<file path="src/rtl/clk_ratio_monitor.sv">
// clk_ratio_monitor: measures the period of a divided clock in CLK_IN1 cycles
// and reports lock/error status. Optional duty check: define DUTY_CHECK_EN.
module clk_ratio_monitor #(
  parameter int EXP_PERIOD = 8,
  parameter int TOL        = 0,
  parameter int LOCK_COUNT = 4,
  parameter int TIMEOUT    = 64,
  parameter int CNT_W      = 16
) (
  input  logic             CLK_IN1,
  input  logic             RESET,
  input  logic             MON_IN,
  output logic             LOCKED,
  output logic [CNT_W-1:0] PERIOD,
  output logic             PERIOD_VALID,
  output logic             ERR,
  output logic             DUTY_ERR
);

  localparam int GW = (LOCK_COUNT < 2) ? 1 : $clog2(LOCK_COUNT + 1);
  localparam int LO_I = (EXP_PERIOD > TOL) ? (EXP_PERIOD - TOL) : 0;

  localparam logic [CNT_W-1:0] T_MAX = CNT_W'(TIMEOUT);
  localparam logic [CNT_W-1:0] P_LO  = CNT_W'(LO_I);
  localparam logic [CNT_W-1:0] P_HI  = CNT_W'(EXP_PERIOD + TOL);
  localparam logic [GW-1:0]    G_MAX = GW'(LOCK_COUNT);

  typedef enum logic [1:0] {
    ST_IDLE    = 2'd0,
    ST_MEASURE = 2'd1,
    ST_LOCK    = 2'd2
  } state_t;

  state_t state_q;
  state_t state_d;

  logic s1;
  logic s2;
  logic s_prev;
  logic rise;

  logic [CNT_W-1:0] cnt;
  logic [GW-1:0]    good_q;
  logic [GW-1:0]    good_d;
  logic [GW-1:0]    good_inc;
  logic [CNT_W-1:0] period_d;
  logic             pv_d;
  logic             err_d;
  logic             derr_d;
  logic             period_ok;
  logic             duty_bad;
  logic             bad;

  // MON_IN is asynchronous: two-stage synchroniser plus history flop
  always_ff @(posedge CLK_IN1) begin
    if (RESET) begin
      s1     <= 1'b0;
      s2     <= 1'b0;
      s_prev <= 1'b0;
    end else begin
      s1     <= MON_IN;
      s2     <= s1;
      s_prev <= s2;
    end
  end

  assign rise = s2 & ~s_prev;

  // Period counter: restarts at 1 on each rise, saturates at TIMEOUT
  always_ff @(posedge CLK_IN1) begin
    if (RESET) begin
      cnt <= '0;
    end else if (rise) begin
      cnt <= CNT_W'(1);
    end else if (cnt < T_MAX) begin
      cnt <= cnt + 1'b1;
    end
  end

  assign period_ok = (cnt >= P_LO) && (cnt <= P_HI);

`ifdef DUTY_CHECK_EN
  localparam logic [CNT_W:0] DUTY_LIM = (CNT_W + 1)'(2 * TOL + 1);

  logic             fall;
  logic [CNT_W-1:0] hcnt;
  logic [CNT_W-1:0] high_q;
  logic [CNT_W:0]   twice_h;
  logic [CNT_W:0]   cnt_x;
  logic [CNT_W:0]   diff;

  assign fall = ~s2 & s_prev;

  // High-time counter, latched on the falling edge of the monitored clock
  always_ff @(posedge CLK_IN1) begin
    if (RESET) begin
      hcnt   <= '0;
      high_q <= '0;
    end else begin
      if (rise) begin
        hcnt <= CNT_W'(1);
      end else if (hcnt < T_MAX) begin
        hcnt <= hcnt + 1'b1;
      end
      if (fall) begin
        high_q <= hcnt;
      end
    end
  end

  // Duty error when twice the high time strays from the full period
  always_comb begin
    twice_h = {high_q, 1'b0};
    cnt_x   = {1'b0, cnt};
    diff    = '0;
    if (twice_h >= cnt_x) begin
      diff = twice_h - cnt_x;
    end else begin
      diff = cnt_x - twice_h;
    end
    duty_bad = (diff > DUTY_LIM);
  end
`else
  assign duty_bad = 1'b0;
`endif

  assign bad = ~period_ok | duty_bad;

  assign good_inc = (good_q < G_MAX) ? good_q + 1'b1 : good_q;

  // Next-state and registered-output values for the lock FSM
  always_comb begin
    state_d  = state_q;
    good_d   = good_q;
    period_d = PERIOD;
    pv_d     = 1'b0;
    err_d    = 1'b0;
    derr_d   = 1'b0;
    unique case (state_q)
      ST_IDLE: begin
        if (rise) begin
          state_d = ST_MEASURE;
        end
      end
      ST_MEASURE: begin
        if (rise) begin
          period_d = cnt;
          pv_d     = 1'b1;
          if (bad) begin
            good_d = '0;
            err_d  = 1'b1;
            derr_d = duty_bad;
          end else begin
            good_d = good_inc;
            if (good_inc == G_MAX) begin
              state_d = ST_LOCK;
            end
          end
        end else if (cnt == T_MAX) begin
          err_d   = 1'b1;
          good_d  = '0;
          state_d = ST_IDLE;
        end
      end
      ST_LOCK: begin
        if (rise) begin
          period_d = cnt;
          pv_d     = 1'b1;
          if (bad) begin
            good_d  = '0;
            err_d   = 1'b1;
            derr_d  = duty_bad;
            state_d = ST_MEASURE;
          end
        end else if (cnt == T_MAX) begin
          err_d   = 1'b1;
          good_d  = '0;
          state_d = ST_IDLE;
        end
      end
      default: begin
        good_d  = '0;
        state_d = ST_IDLE;
      end
    endcase
  end

  // FSM state, good-period count and registered status outputs
  always_ff @(posedge CLK_IN1) begin
    if (RESET) begin
      state_q      <= ST_IDLE;
      good_q       <= '0;
      PERIOD       <= '0;
      PERIOD_VALID <= 1'b0;
      ERR          <= 1'b0;
      LOCKED       <= 1'b0;
    end else begin
      state_q      <= state_d;
      good_q       <= good_d;
      PERIOD       <= period_d;
      PERIOD_VALID <= pv_d;
      ERR          <= err_d;
      LOCKED       <= (state_d == ST_LOCK);
    end
  end

`ifdef DUTY_CHECK_EN
  // Duty error pulse, aligned with the ERR pulse of the same rise
  always_ff @(posedge CLK_IN1) begin
    if (RESET) begin
      DUTY_ERR <= 1'b0;
    end else begin
      DUTY_ERR <= derr_d;
    end
  end
`else
  assign DUTY_ERR = derr_d & 1'b0;
`endif

endmodule

</file>
<file path="config.mk">
export PLATFORM = sky130hd
export DESIGN_NAME = clk_ratio_monitor
export DESIGN_NICKNAME = d
export VERILOG_FILES = /design/src/rtl/clk_ratio_monitor.sv
export SDC_FILE = /design/constraint.sdc
export NUM_CORES = 1
export LEC_CHECK = 0
export CORE_UTILIZATION = 30
export DETAILED_ROUTE_END_ITERATION = 8
export REMOVE_ABC_BUFFERS = 1
export SLEW_MARGIN = 20
export SYNTH_ARGS = -nofsm -noshare
export SYNTH_HDL_FRONTEND = slang
export SYNTH_SLANG_ARGS = --single-unit
</file>
<file path="constraint.sdc">
create_clock -name CLK_IN1 -period 3.3 [get_ports CLK_IN1]
set_input_delay 0.33 -clock CLK_IN1 [delete_from_list [all_inputs] [get_ports CLK_IN1]]
set_output_delay 0.33 -clock CLK_IN1 [all_outputs]
set_load 0.02 [all_outputs]
</file>
==> run_results.csv <==
group,metric,value,unit
cts,post_cts_buffers,0,
yosys,synth_simple_gate_area_share,27.7,%
yosys,synthXorXnorAreaFrac,2.41,%
critical_path,worstPathCellList,"or4_4 > or3_1 > or4_1 > a221o_1 > a2111oi_2",
yosys,synth-compound-area-share,12.7,%
route,wl,3680,um
global_routing,grt_usage,12.9,%
yosys,muxShareOfSynthArea,0.551,%
power,powerDensity,475,nW/um^2
place,dpl.hpwl,2550,um
die,fp-row-count,27,
route,drtIter0Drc,101,
yosys,synth_commonest_cells,"dfxtp_1 (43), nand2_1 (39), a21oi_1 (19), nor2_1 (14), and2_1 (10)",
global_routing,grt_max_degree,27,
yosys,synth_fa_ha_area_share,4.82,%
cts,cts_resized,0,
timing,slew_violations,0,
critical_path,slowest_delay,540,ps
cts,clk_path_buf_depth,2,
yosys,async_flop_share,0,%
timing,fin_crit_sh,79.3,%
critical_path,start_kind,"register",
yosys,ys_seq_area_share,47.4,%
route,drc_errors,0,
global_routing,grt_pass1_vias,1383,
critical_path,cp-startpoint,"cnt[13]",
critical_path,reg2reg_depth,5,
critical_path,worstPathRequired,3490,ps
global_routing,grt_pass1_wl,6310,um
timing,fmax,382,MHz
die,io-pin-count,23,
die,die_w,79.8,um
cells_and_area,fin_util,39.1,%
critical_path,worstPathArrival,2810,ps
yosys,avgSynthCellArea,8.65,sq um
cts,cts_buffers,5,
timing,hold_viol_final,0,
yosys,syn-instance-count,210,
die,initial_utilization,32.0,%
cells_and_area,syn2layout_area_growth,22.3,%
critical_path,crit_path_end_kind,"register",
cells_and_area,diodes,0,
min_path,hold_class,"reg -> reg",
cells_and_area,seq_area,861,sq um
yosys,synth_top_family_by_area,"simple AND/OR/NAND/NOR gates",
cells_and_area,nNetsFinal,241,
critical_path,rrSetupSlack,680,ps
cts,root_buffer,"clkbuf_8",
timing,layout_min_cycle_time,2620,ps
route,ant_nets,0,
die,core_area,5680,sq um
critical_path,endpoint,"LOCKED",
yosys,synth.most_common_cell,"dfxtp_1",
yosys,ys_seq_elements,43,
cts,cts.sinks,43,
yosys,synth.top_cell.area_share,47.4,%
cts,clk_latency,290,ps
global_routing,grt-ovfl-total,0,
cts,cts_tree,"yes",
timing,final.setup_skew,9.06,ps
die,die_h,79.8,um
yosys,ys_types,43,
route,first_pass_iters,4,
timing,setup_viol,0,
die,die_area,6370,sq um
place,io_buffers,21,
cts,ctsHoldBuffers,0,
yosys,ys.warnings.count,0,
timing,tightest_slew,784,ps
place,finalWeightedCongestion,0.830,
timing,grt_setup_unrepaired,"no",
route,wl_per_cell,12.1,um
critical_path,r2r-end,"LOCKED",
power,ir_drop,0.186,mV
yosys,synth_area,1820,sq um
critical_path,critPathKind,"reg -> reg",
critical_path,crit_slowest_cell,"or4_4",
timing,fin_setup_tns,0,ps
route,vias_per_cell,4.79,
power,p_leak,0.819,nW
cells_and_area,final_area,2220,sq um
yosys,synth_top_area_cell,"dfxtp_1",
timing,slew_headroom,47.6,%
route,vias,1457,
cts,cts_max_level,2,
cells_and_area,layout-drive-gt1-share,7.33,%
global_routing,antenna_found_initial,0,
place,dpl_cell_area,2090,sq um
yosys,synth_edf_count,0,
cts,clk_pin_slew,90,ps
cells_and_area,multi_input_area,878,sq um
yosys,netlist_top_cells_area,"dfxtp_1 (47%), nand2_1 (8.1%), a21oi_1 (5.2%), ha_1 (4.8%), and2_1 (3.4%)",
critical_path,timing.rr.start,"cnt[13]",
yosys,synthFlopType,"dfxtp_1",
run_status,outcome,"completed",
cells_and_area,n_fill_cell,595,
run,cap_violations,0,
critical_path,path_max_fanout,7,
==> cells in the final DEF, fill, tap and decap left out, types with 3 or more instances in the layout <==
cell and instances:
a41oi_1 3, and2_1 10, nand4_1 5, nand2b_1 3, a31oi_1 3, nor3_1 4, dfxtp_1 43, inv_1 9
nor2b_1 4, clkdlybuf4s50_1 21, a21oi_1 19, or2_2 3, clkbuf_8 5, nand2_1 39, ha_1 7, xor2_1 4
nor2_1 14
==> cell families (layout without fill, tap and decap cells) <==
logic type / after synthesis / in the layout
buffers and inverters: 18 / 40
DFF: 43 / 43
muxes: 1 / 1
adders and majority gates: 7 / 7
xor gates and xnor gates: 5 / 5
and+or+nand+nor: 99 / 99
other: 1 / 1
AOI/OAI and AO/OA: 36 / 36
==> power by group <==
part           internal (mW)  switching, mW  total, mW
logic                 0.0165         0.0284     0.0449
registers              0.524        0.00682      0.530
clock network          0.303          0.176      0.479
total                  0.843          0.211       1.05
==> flip-flops by register name, summed over array words and instances (netlist names) <==
name,count
PERIOD,16
cnt,16
ERR,1
LOCKED,1
s_prev,1
good_q,3
s1,1
s2,1
PERIOD_VALID,1
state_q,2
==> worst max-delay path, delay by kind of cell, from the launching register on <==
family / cells / cell delay (ps)
simple gates: 3 / 1480
compound gates: 2 / 720
flops: 1 / 320
==> area by class of cell <==
class | count | area share (%)
clock buffers | 6 | 3.27
clock inverters | 2 | 2.70
inverters | 9 | 1.52
multi-input cells | 149 | 39.5
flip-flops and latches | 43 | 38.8
well taps | 72 | 4.06
repair buffers | 23 | 10.1
==> worst min-delay path by stage <==
stage                     startpoint        end  slack [ps]  depth (start not counted)
after floorplan                RESET  PERIOD[0]         400                          1
after global placement            s1         s2         420                          1
after detailed placement          s1         s2         430                          1
after CTS                         s1         s2         450                          1
after global routing              s1         s2         460                          1
final                             s1         s2         440                          1
==> stage by stage <==
stage / instances / hold WS, ps / total power, mW / setup WS [ps]
after CTS: 304 / 446 / 1.07 / 660
final: 304 / 440 / 1.05 / 684
after global routing: 304 / 464 / 1.10 / 588
after global placement: 296 / 416 / 0.587 / 734
after floorplan: 201 / 399 / 0.570 / 802
after detailed placement: 296 / 427 / 0.587 / 666
==> routing by layer <==
| metal | GRT usage (%) | wire, um | part of all wire [%] |
|---|---|---|---|
| met5 | 0 | 0 | 0 |
| met4 | 5.36 | 41 | 1.1 |
| met3 | 2.74 | 108 | 2.9 |
| met2 | 19.1 | 1550 | 42 |
| met1 | 18.1 | 1980 | 54 |
Power figures use the tool's default switching activity.
